File: src/rtl/seg_pkg.sv
// rtl/seg_pkg.sv - shared segment type, off pattern and hex-to-segment lookup
//
// Purpose: common definitions for the 7-segment scan controller.
//   seg_t      : {dp,g,f,e,d,c,b,a}, active-high
//   SEG_OFF    : all segments dark (active-high)
//   hex2seg()  : nibble -> active-high segment pattern, dp bit clear

package seg_pkg;

  typedef logic [7:0] seg_t;

  localparam seg_t SEG_OFF = 8'h00;

  function automatic seg_t hex2seg(input logic [3:0] nib);
    seg_t s;
    case (nib)
      4'h0: s = 8'h3F;
      4'h1: s = 8'h06;
      4'h2: s = 8'h5B;
      4'h3: s = 8'h4F;
      4'h4: s = 8'h66;
      4'h5: s = 8'h6D;
      4'h6: s = 8'h7D;
      4'h7: s = 8'h07;
      4'h8: s = 8'h7F;
      4'h9: s = 8'h6F;
      4'hA: s = 8'h77;
      4'hB: s = 8'h7C;
      4'hC: s = 8'h39;
      4'hD: s = 8'h5E;
      4'hE: s = 8'h79;
      default: s = 8'h71;
    endcase
    return s;
  endfunction

endpackage

File: src/rtl/seg_hex_dec.sv
// rtl/seg_hex_dec.sv - combinational nibble plus decimal point to segment pattern
//
// Purpose: decode one hex digit and its decimal point into an active-high seg_t.
// Ports:
//   nibble  in   4   hex value to show
//   dp      in   1   decimal point
//   seg     out  8   {dp,g,f,e,d,c,b,a}, active-high

module seg_hex_dec
  import seg_pkg::*;
(
  input  logic [3:0] nibble,
  input  logic       dp,
  output seg_t       seg
);

  assign seg = hex2seg(nibble) | {dp, 7'b000_0000};

endmodule

File: src/rtl/seg_scan_ctrl.sv
// rtl/seg_scan_ctrl.sv - multiplexed 7-segment scan controller with tear-free load
//
// Purpose: scans NDIG hex digits onto shared segment lines, blanks the start of
// every slot against ghosting, suppresses leading zeros, and swaps in newly
// loaded data only at frame boundaries, acknowledging each commit.
// Ports:
//   clk         in   1        system clock
//   rst         in   1        asynchronous, active-low reset
//   value_i     in   4*NDIG   hex nibbles, digit 0 = value_i[3:0]
//   dp_i        in   NDIG     decimal point per digit
//   load_i      in   1        strobe: capture value_i/dp_i into the pending buffer
//   en_i        in   1        display enable, 0 blanks all digits
//   lz_supp_i   in   1        leading-zero suppression enable
//   load_ack_o  out  1        pulse: pending buffer committed to display
//   seg_o       out  8        {dp,g,f,e,d,c,b,a}, polarity per SEG_ACT_LO
//   dig_o       out  NDIG     one-hot digit select, polarity per DIG_ACT_LO

module seg_scan_ctrl
  import seg_pkg::*;
#(
  parameter int NDIG       = 8,
  parameter int SCAN_DIV   = 12500,
  parameter int BLANK_CYC  = 16,
  parameter bit SEG_ACT_LO = 1'b1,
  parameter bit DIG_ACT_LO = 1'b1
) (
  input  logic              clk,
  input  logic              rst,
  input  logic [4*NDIG-1:0] value_i,
  input  logic [NDIG-1:0]   dp_i,
  input  logic              load_i,
  input  logic              en_i,
  input  logic              lz_supp_i,
  output logic              load_ack_o,
  output logic [7:0]        seg_o,
  output logic [NDIG-1:0]   dig_o
);

  localparam int DIV_W = (SCAN_DIV > 1) ? $clog2(SCAN_DIV) : 1;
  localparam int IDX_W = (NDIG > 1) ? $clog2(NDIG) : 1;

  localparam seg_t            SEG_IDLE = SEG_ACT_LO ? ~SEG_OFF : SEG_OFF;
  localparam logic [NDIG-1:0] DIG_IDLE = DIG_ACT_LO ? {NDIG{1'b1}} : {NDIG{1'b0}};

  generate
    if (SCAN_DIV <= BLANK_CYC) begin : g_bad_div
      $error("seg_scan_ctrl: SCAN_DIV must exceed BLANK_CYC");
    end
    if (NDIG < 1) begin : g_bad_ndig
      $error("seg_scan_ctrl: NDIG must be at least 1");
    end
  endgenerate

  logic [DIV_W-1:0]  div_cnt;
  logic [IDX_W-1:0]  dig_idx;
  logic              slot_wrap;
  logic              last_dig;
  logic              frame_end;

  logic [4*NDIG-1:0] pend_val;
  logic [NDIG-1:0]   pend_dp;
  logic              pending;
  logic [4*NDIG-1:0] disp_val;
  logic [NDIG-1:0]   disp_dp;

  logic [NDIG-1:0]   lz_blank;
  logic              all_zero;
  logic [3:0]        cur_nib;
  logic              cur_dp;
  logic              cur_lz;
  logic [NDIG-1:0]   dig_hot;
  logic              slot_dark;
  seg_t              dec_seg;
  seg_t              seg_hi;
  logic [NDIG-1:0]   dig_hi;

  // Prescaler and digit counter
  assign slot_wrap = (div_cnt == DIV_W'(SCAN_DIV - 1));
  assign last_dig  = (dig_idx == IDX_W'(NDIG - 1));
  assign frame_end = slot_wrap && last_dig;

  always_ff @(posedge clk or negedge rst) begin
    if (!rst) begin
      div_cnt <= '0;
      dig_idx <= '0;
    end else if (slot_wrap) begin
      div_cnt <= '0;
      dig_idx <= last_dig ? '0 : dig_idx + 1'b1;
    end else begin
      div_cnt <= div_cnt + 1'b1;
    end
  end

  // Pending and display buffers. The commit reads the pre-edge pending
  // buffer, so a load landing on frame_end waits for the next frame while
  // the older pending data is shown now.
  always_ff @(posedge clk or negedge rst) begin
    if (!rst) begin
      pend_val   <= '0;
      pend_dp    <= '0;
      pending    <= 1'b0;
      disp_val   <= '0;
      disp_dp    <= '0;
      load_ack_o <= 1'b0;
    end else begin
      load_ack_o <= frame_end && pending;
      if (frame_end && pending) begin
        disp_val <= pend_val;
        disp_dp  <= pend_dp;
        pending  <= 1'b0;
      end
      if (load_i) begin
        pend_val <= value_i;
        pend_dp  <= dp_i;
        pending  <= 1'b1;
      end
    end
  end

  // Leading-zero mask: digit i goes dark when it and every digit above it is
  // zero. Digit 0 is always shown so a zero value still reads "0".
  always_comb begin
    lz_blank = '0;
    all_zero = 1'b1;
    for (int i = NDIG - 1; i >= 1; i--) begin
      all_zero    = all_zero && (disp_val[4*i +: 4] == 4'h0);
      lz_blank[i] = all_zero;
    end
  end

  // Select the current digit's data and its one-hot enable
  always_comb begin
    cur_nib = 4'h0;
    cur_dp  = 1'b0;
    cur_lz  = 1'b0;
    dig_hot = '0;
    for (int i = 0; i < NDIG; i++) begin
      if (dig_idx == IDX_W'(i)) begin
        cur_nib    = disp_val[4*i +: 4];
        cur_dp     = disp_dp[i];
        cur_lz     = lz_blank[i];
        dig_hot[i] = 1'b1;
      end
    end
  end

  seg_hex_dec u_hex_dec (
    .nibble (cur_nib),
    .dp     (cur_dp),
    .seg    (dec_seg)
  );

  assign slot_dark = (div_cnt < DIV_W'(BLANK_CYC)) || !en_i || (lz_supp_i && cur_lz);
  assign seg_hi    = slot_dark ? SEG_OFF : dec_seg;
  assign dig_hi    = slot_dark ? '0 : dig_hot;

  // Registered pins: single driver per digit line, no decode glitches.
  always_ff @(posedge clk or negedge rst) begin
    if (!rst) begin
      seg_o <= SEG_IDLE;
      dig_o <= DIG_IDLE;
    end else begin
      seg_o <= SEG_ACT_LO ? ~seg_hi : seg_hi;
      dig_o <= DIG_ACT_LO ? ~dig_hi : dig_hi;
    end
  end

endmodule

File: config.mk
export PLATFORM = sky130hd
export DESIGN_NAME = seg_scan_ctrl
export DESIGN_NICKNAME = d
export VERILOG_FILES = /design/src/rtl/seg_pkg.sv /design/src/rtl/seg_hex_dec.sv /design/src/rtl/seg_scan_ctrl.sv
export SDC_FILE = /design/constraint.sdc
export NUM_CORES = 1
export LEC_CHECK = 0
export BUFFER_PORTS_ARGS = -buffer_cell sky130_fd_sc_hd__buf_2
export CAP_MARGIN = 30
export CORE_MARGIN = 2
export CORE_UTILIZATION = 45
export CTS_BUF_LIST = sky130_fd_sc_hd__clkbuf_16
export CTS_CLUSTER_SIZE = 14
export DETAILED_ROUTE_END_ITERATION = 8
export SYNTH_ARGS = -nofsm -noshare
export SYNTH_HDL_FRONTEND = slang
export SYNTH_SLANG_ARGS = --single-unit
File: constraint.sdc
create_clock -name clk -period 7.37 [get_ports clk]
set_input_delay 0.737 -clock clk [delete_from_list [all_inputs] [get_ports clk]]
set_output_delay 0.737 -clock clk [all_outputs]
set_load 0.02 [all_outputs]
==> flow_summary.json, run 1 <==
{
  "status": "finished clean",
  "first_global_vias": 3584,
  "max_freq_mhz": 279,
  "wl_per_cell_um": 14.6,
  "hold_viol": 0,
  "ys_types": 54,
  "finalPower_mw": 1.52,
  "reg2reg_depth": 10,
  "rsz0062_at_grt": "no",
  "ant_nets": 0,
  "critPathLaunchType": "flip-flop",
  "dieArea_um2": 12300,
  "crit_type": "reg -> reg",
  "final_layout_size_suffix_gt1_share_pct": 27.4,
  "cts_tree": "yes",
  "muxShareOfSynthArea_pct": 9.77,
  "critPathRequiredTime_ns": 7.67,
  "numCtsBuffers": 17,
  "die_y_um": 111,
  "ctsResizeCount": 0,
  "drtIter0Drc": 242,
  "final-setup-viol-count": 0,
  "slew_viol_final": 0,
  "grt_start_max_net_pins": 66,
  "synth_nets": 552,
  "cts.clk_slew.worst_paths_ns": 0.06,
  "h-tree-depth": 4,
  "max-vdd-ir-drop_v": 0.000153,
  "use_met1_pct": 25.9,
  "clock_latency_ns": 0.42,
  "synth_edf_count": 0,
  "finalCritPeriodShare_pct": 48.7,
  "dieWidth_um": 111,
  "overflow": 0,
  "dp_hpwl_mm": 6.98,
  "skew_ns": 0.0157,
  "use_met3_pct": 5.90,
  "cts_buffer_depth": 2,
  "initial_core_util_pct": 45.6,
  "avgSynthCellArea_um2": 10.4,
  "nets": 608,
  "synth_compound_area_share_pct": 8.15,
  "dr.pass1.iters": 5,
  "synth-xor-area-share_pct": 2.04,
  "grt_use_met2_pct": 26.6,
  "path_max_fanout": 17,
  "crit_chain": "clkinv_1 -> ha_1 -> a222oi_1 -> a21oi_1 -> o21ai_0 -> inv_1 -> ha_1 -> or3_1 -> o21ai_0 -> o21ai_1",
  "synthAdderAreaFrac_pct": 3.15,
  "final_cell_mix": "nand2_1 (134), dfrtp_1 (99), buf_2 (60)",
  "ys_warn_count": 0,
  "slew_headroom_pct": 39.8,
  "rows": 39,
  "coreArea_um2": 11300,
  "syn_inst": 494,
  "synthFlopType": "dfrtp_1",
  "gp_congestion": 0.828,
  "synth-seq-cells": 115,
  "synth_top_family_by_area": "simple AND/OR/NAND/NOR gates",
  "crit_path_end_kind": "flip-flop",
  "netlist_area_um2": 5160,
  "ctsHoldBuffers": 0,
  "hold_path_class": "in -> async",
  "powerDensity_nw_per_um2": 250,
  "grt_pass1_wl_mm": 18.0,
  "drc": 0,
  "slowest_delay_ns": 0.64,
  "cts.sinks": 115,
  "leakagePower_nw": 2.85,
  "crit_buf_inv": 2,
  "worstMarginPinSlew_ns": 0.899,
  "synth_simple_gate_area_share_pct": 17.1,
  "layout_min_cycle_time_ns": 3.59,
  "final_common_cell": "nand2_1",
  "antenna_found_initial": 0,
  "antenna-diode-count": 0,
  "tns_ns": 0,
  "cp.depth": 10,
  "arrival_ns": 3.89,
  "track_usage_pct": 18.4,
  "crit_path_top_delay_cell": "dfrtp_1",
  "cts_setup_buffers": 0,
  "busiest_layer": "met2",
  "ios": 62,
  "io_buffers": 61,
  "async_reset_ff_share_pct": 100,
  "cp_top_family": "compound AO/OA/AOI/OAI gates",
  "area_growth_pct": 18.3,
  "vias": 3637,
  "wl_mm": 10.3,
  "cap_violations": 0,
  "cts-root-buf": "clkbuf_16",
  "vias_per_cell": 5.15,
  "yosysSeqAreaShare_pct": 56.2
}
==> routing by layer <==
layer	vias to the layer above	wire, um
met5	-	0
met4	0	182
met3	16	470
met2	68	4620
met1	1758	5050
li1	1795	-
==> power breakdown <==
part | internal, mW | leakage (nW) | switching, mW
registers | 0.658 | 1.44 | 0.0126
clock network | 0.519 | 0.281 | 0.275
logic | 0.0306 | 1.13 | 0.0288
total | 1.21 | 2.85 | 0.317
==> flip-flops by register name (all words and copies together) (netlist names) <==
name / count
div_cnt: 14
pend_val: 32
seg_o: 8
pend_dp: 8
disp_dp: 8
disp_val: 32
dig_o: 8
pending: 1
dig_idx: 3
load_ack_o: 1
==> synthesized netlist by cell type (all sizes together), types with 2 or more instances <==
| library cell | count | area share, % |
|---|---|---|
| nand2 | 134 | 9.7 |
| dfrtp | 99 | 48 |
| mux2 | 43 | 9.4 |
| o21ai | 22 | 2.1 |
| a21oi | 19 | 1.9 |
| nand3 | 18 | 1.8 |
| inv | 17 | 1.2 |
| dfstp | 16 | 8.1 |
| nor2 | 16 | 1.2 |
| buf | 15 | 1.6 |
| ha | 13 | 3.2 |
| clkbuf | 10 | 0.73 |
| xnor2 | 6 | 1.0 |
| xor2 | 6 | 1.0 |
| nor4 | 5 | 0.61 |
| nand3b | 4 | 0.58 |
| nand4 | 4 | 0.48 |
| a21o | 3 | 0.44 |
| a221oi | 3 | 0.63 |
| and3 | 3 | 0.36 |
| nand2b | 3 | 0.36 |
| o311ai | 3 | 0.51 |
| or3 | 3 | 0.36 |
| a31oi | 2 | 0.24 |
| mux2i | 2 | 0.39 |
| nor2b | 2 | 0.24 |
| nor3 | 2 | 0.41 |
| o211ai | 2 | 0.29 |
| o22ai | 2 | 0.24 |
| or4 | 2 | 0.29 |
==> area by class of cell <==
class / instances / area (um^2)
Fill cell: 1049 / 5220
Sequential cell: 115 / 2900
Multi-Input combinational cell: 336 / 2070
Clock buffer: 17 / 425
Timing Repair Buffer: 62 / 315
Tap cell: 143 / 179
Clock inverter: 15 / 148
Inverter: 18 / 67.6
==> cells by family after synthesis <==
kind of cell	after synthesis
fa+ha+maj	13
xor+xnor	12
buf+inv	43
mux	45
simple gates	200
compound gates	66
flops	115
==> path summary, 6_finish.rpt <==
kind                             from  slack, ns      endpoint
max                        dig_idx[2]       3.78      seg_o[0]
min                               rst       0.34  pend_val[16]
max reg2reg                dig_idx[2]       3.78      seg_o[0]
min reg2reg                pend_dp[1]       0.46    disp_dp[1]
max in group asynchronous         rst       5.81  disp_val[30]
min in group clk           pend_dp[1]       0.46    disp_dp[1]
==> stage by stage <==
| stage | area, um^2 | util, % | hold slack, ns | setup WS [ns] | instances |
|---|---|---|---|---|---|
| after floorplan | 5160 | - | 0.431 | 4.59 | 494 |
| after global placement | 5530 | 48.9 | 0.453 | 4.04 | 674 |
| after detailed placement | 5530 | 48.9 | 0.453 | 3.83 | 674 |
| after CTS | 6110 | 53.9 | 0.357 | 3.81 | 706 |
| after global routing | 6110 | 53.9 | 0.381 | 3.52 | 706 |
| final | 6110 | 53.9 | 0.339 | 3.78 | 706 |
Power figures use the tool's default switching activity.
==> run 2: changes to the inputs <==
PLACE_DENSITY = 0.67   (was not set)
clock period = 3.1 ns   (was 7.37 ns; I/O delays follow)
==> flow_summary.json, run 2 (synthesis results as in run 1) <==
{
  "dp_slack_ns": 0.287,
  "die_y_um": 111,
  "io_buffers": 61,
  "dp_hpwl_mm": 7.26,
  "powerDensity_nw_per_um2": 571,
  "finalCritPeriodShare_pct": 89.5,
  "ios": 62,
  "cts.clk_slew.worst_paths_ns": 0.05,
  "numCtsBuffers": 17,
  "r2r-end": "seg_o[3]",
  "timing.rr.start": "dig_idx[0]",
  "dpl_cell_area_um2": 5640,
  "antenna_found_initial": 0,
  "rows": 39,
  "final_common_cell": "nand2_1",
  "r2r_slack_ns": 0.32,
  "p_comb_share_pct": 4.2,
  "fin_util_pct": 54.9,
  "critPathRequiredTime_ns": 3.45,
  "hold_path_class": "in -> async",
  "drc": 0,
  "reg2reg_depth": 12,
  "grt_start_max_net_pins": 63,
  "p_switching_mw": 0.754,
  "violations": "negative hold slack",
  "grt_pass1_wl_mm": 18.3,
  "cap_violations": 0,
  "ctsHoldBuffers": 0,
  "tns_ns": 0,
  "top_regs": "disp_val x32, pend_val x32, div_cnt x14",
  "final_layout_size_suffix_gt1_share_pct": 29.2,
  "cts_tree": "yes",
  "first_global_vias": 3756,
  "cts_setup_buffers": 0,
  "gp_congestion": 0.867,
  "vias": 3694,
  "final_cell_mix": "nand2_1 (134), dfrtp_1 (99), buf_2 (60)",
  "cts-root-buf": "clkbuf_16",
  "slew_viol_final": 0,
  "layout_min_cycle_time_ns": 2.78,
  "whs_ns": -0.0267,
  "worstMarginPinSlew_ns": 0.781,
  "skew_ns": 0.0102,
  "switching_share_pct": 21.2,
  "cts.sinks": 115,
  "seq_power_share_pct": 44.9,
  "status": "finished with violations",
  "rsz0062_at_grt": "no",
  "dr.pass1.iters": 5,
  "critPathLaunchType": "flip-flop",
  "track_usage_pct": 18.8,
  "max-vdd-ir-drop_v": 0.000381,
  "slew_headroom_pct": 47.9,
  "coreArea_um2": 11300,
  "clock_latency_ns": 0.41,
  "overflow": 0,
  "dieWidth_um": 111,
  "clockPowerShare_pct": 50.9,
  "worst_slack_ns": 0.325,
  "cts_buffer_depth": 2,
  "drtIter0Drc": 279,
  "initial_core_util_pct": 45.6,
  "antenna-diode-count": 0,
  "hold_viol": 27,
  "wl_mm": 10.6,
  "nets": 620,
  "p_int_mw": 2.80,
  "crit_type": "reg -> reg",
  "final-setup-viol-count": 0,
  "wl_per_cell_um": 14.8,
  "dieArea_um2": 12300,
  "leakagePower_nw": 2.92,
  "fin_area_um2": 6210,
  "vias_per_cell": 5.14,
  "path_max_fanout": 5,
  "ant_nets": 0,
  "arrival_ns": 3.12,
  "area_growth_pct": 20.4,
  "max_freq_mhz": 360,
  "ctsResizeCount": 0,
  "crit_path_end_kind": "flip-flop",
  "h-tree-depth": 4
}
## run 2: worst max-delay path: stages, from the launching register on
cell and delay (ns):
dfrtp_1 0.40, ha_1 0.22, ha_1 0.19, or2_1 0.25, a221oi_1 0.23, o22ai_1 0.16, a22oi_2 0.33, inv_1 0.15
ha_1 0.31, inv_1 0.07, mux2i_1 0.06, mux2_2 0.26, nand2_1 0.06
## run 2: stage by stage
step / std cells / power (mW)
detailed placement: 685 / 1.77
global route: 718 / 3.69
global placement: 685 / 1.76
finish: 718 / 3.55
CTS: 717 / 3.59
floorplan: 494 / 1.69
## run 2: final cells by class
| class | count | area (um^2) |
|---|---|---|
| Clock buffer | 17 | 425 |
| Fill cell | 992 | 5110 |
| Tap cell | 143 | 179 |
| Sequential cell | 115 | 2900 |
| Inverter | 18 | 67.6 |
| Timing Repair Buffer | 74 | 443 |
| Clock inverter | 15 | 124 |
| Multi-Input combinational cell | 336 | 2080 |
## run 2: how the worst max path moves through the flow
| stage | slack [ns] | start | end |
|---|---|---|---|
| after floorplan | 0.32 | dig_idx[2] | seg_o[0] |
| after global placement | 0.36 | dig_idx[1] | seg_o[3] |
| after detailed placement | 0.29 | dig_idx[1] | seg_o[5] |
| after CTS | 0.25 | dig_idx[1] | seg_o[3] |
| after global routing | 0.04 | dig_idx[0] | seg_o[3] |
| final | 0.32 | dig_idx[0] | seg_o[3] |
## run 2: per-layer routing
layer / track usage (%) / part of all wire [%] / wire [um]
met1: 25.5 / 48 / 5100
met2: 28.2 / 46 / 4850
met3: 6.45 / 5.2 / 556
met4: 6.58 / 0.90 / 95
met5: 0 / 0 / 0
## run 2: power by group through the flow
stage               logic (mW)  registers [mW]  clock network, mW
floorplan               0.0710            1.62                  0
global placement         0.144            1.62                  0
detailed placement       0.150            1.62                  0
CTS                      0.150            1.60               1.85
global route             0.166            1.60               1.92
finish                   0.148            1.59               1.81
==> run 3: changes to the inputs <==
GPL_TIMING_DRIVEN = 0   (was not set)
clock period = 2.5 ns   (was 3.1 ns; I/O delays follow)
==> flow_summary.json, run 3 (synthesis results as in run 1) <==
{
  "status": "finished with violations",
  "violations": "negative setup slack",
  "dp_hpwl_mm": 7.68,
  "crit_path_top_delay_cell": "dfrtp_1",
  "ff_latch_area_um2": 2900,
  "hold_viol": 0,
  "cts.sinks": 115,
  "critPathLaunchType": "flip-flop",
  "ios": 62,
  "crit_path_frequent_cell": "inv_2",
  "r2r_slack_ns": -0.05,
  "ant_nets": 0,
  "fill_cells": 973,
  "fin_util_pct": 57.9,
  "nets": 647,
  "gp_congestion": 0.863,
  "path_max_fanout": 8,
  "dieArea_um2": 12300,
  "multi_input_area_um2": 2190,
  "slowest_delay_ns": 0.40,
  "dieWidth_um": 111,
  "cts_tree": "yes",
  "finalCritPeriodShare_pct": 102,
  "wl_mm": 11.4,
  "clock_latency_ns": 0.41,
  "area_growth_pct": 27.0,
  "cts-root-buf": "clkbuf_16",
  "antenna-diode-count": 0,
  "r2r-end": "seg_o[6]",
  "whs_ns": 0.0675,
  "cts.clk_slew.worst_paths_ns": 0.05,
  "vias_per_cell": 5.25,
  "leakagePower_nw": 3.03,
  "track_usage_pct": 19.7,
  "overflow": 0,
  "final_cell_mix": "nand2_1 (134), dfrtp_1 (97), buf_2 (63)",
  "crit_type": "reg -> reg",
  "vias": 3911,
  "crit_buf_inv": 3,
  "worstHoldPathCells": 2,
  "h-tree-depth": 4,
  "layout_min_cycle_time_ns": 2.55,
  "rsz0062_at_grt": "yes",
  "critPathRequiredTime_ns": 2.80,
  "numCtsBuffers": 17,
  "tns_ns": -0.123,
  "rows": 39,
  "reg2reg_depth": 12,
  "wl_per_cell_um": 15.3,
  "final-setup-viol-count": 3,
  "timing.rr.start": "dig_idx[1]",
  "first_global_vias": 4044,
  "grt_start_max_net_pins": 63,
  "slew_headroom_pct": 53.5,
  "coreArea_um2": 11300,
  "max_freq_mhz": 393,
  "crit_path_end_kind": "flip-flop",
  "crit_start": "dig_idx[1]",
  "grt_pass1_wl_mm": 19.5,
  "cp.depth": 12,
  "cap_violations": 0,
  "finalPower_mw": 4.56,
  "max-vdd-ir-drop_v": 0.000464,
  "cp-endpoint": "seg_o[6]",
  "drc": 0,
  "cp_top_family": "compound AO/OA/AOI/OAI gates",
  "initial_core_util_pct": 45.6,
  "powerDensity_nw_per_um2": 695,
  "crit_chain": "inv_2 -> ha_4 -> buf_8 -> nand3b_1 -> a221oi_4 -> o22ai_2 -> a22oi_2 -> inv_2 -> ha_1 -> mux2_2 -> nand2_1 -> o211ai_1",
  "final_layout_size_suffix_gt1_share_pct": 34.9,
  "skew_ns": 0.00853,
  "worstMarginPinSlew_ns": 0.697,
  "cts_buffer_depth": 2,
  "worst_slack_ns": -0.0457,
  "io_buffers": 60,
  "top_regs": "disp_val x32, pend_val x32, div_cnt x14",
  "die_y_um": 111,
  "hold_path_class": "in -> reg",
  "antenna_found_initial": 0,
  "arrival_ns": 2.85,
  "slew_viol_final": 0,
  "drtIter0Drc": 249,
  "dr.pass1.iters": 4,
  "final_common_cell": "nand2_1"
}
## run 3: worst min path at each step
| stage | from | endpoint | slack [ns] |
|---|---|---|---|
| 2_1_floorplan | rst | dig_idx[0] | -0.05 |
| 3_3_place_gp | pend_val[30] | disp_val[30] | 0.45 |
| 3_5_place_dp | rst | div_cnt[10] | 0.33 |
| 4_1_cts | dp_i[2] | pend_dp[2] | 0.06 |
| 5_1_grt | dp_i[7] | pend_dp[7] | 0.06 |
| 6_report | dp_i[6] | pend_dp[6] | 0.07 |
## run 3: power breakdown
| group | switching (mW) | internal (mW) | total (mW) |
|---|---|---|---|
| combinational | 0.0888 | 0.0969 | 0.186 |
| sequential | 0.0362 | 1.94 | 1.98 |
| clock | 0.846 | 1.55 | 2.40 |
| total | 0.971 | 3.59 | 4.56 |
## run 3: area by class of cell
class	count	share of cell area (%)
timing repair buffer	76	6.85
sequential	115	44.3
tap	143	2.73
clock inverter	15	2.54
clock buffer	17	6.49
inverter	18	1.15
multi-input combinational	336	33.5
buffer	25	2.50
## run 3: per-stage QoR
stage | std cells | area, um^2 | setup WS, ns
after floorplan | 494 | 5160 | 0.0157
after global placement | 697 | 5640 | -0.376
final | 745 | 6550 | -0.0457
after CTS | 739 | 6460 | -0.0113
after detailed placement | 698 | 5670 | -0.408
after global routing | 745 | 6550 | -0.149
## run 3: repair_timing
item,in CTS,in global routing
hold buffers,1,0
endpoints found under the setup margin,7,31
hold endpoints to repair,39,0
setup buffers,8,6
pin swaps,10,14
gates resized for setup,34,15
## run 3: per-layer routing
layer | GRT usage [%] | share of wire, %
met1 | 25.6 | 45
met2 | 32.2 | 48
met3 | 4.32 | 4.5
met4 | 8.23 | 2.3
met5 | 0 | 0
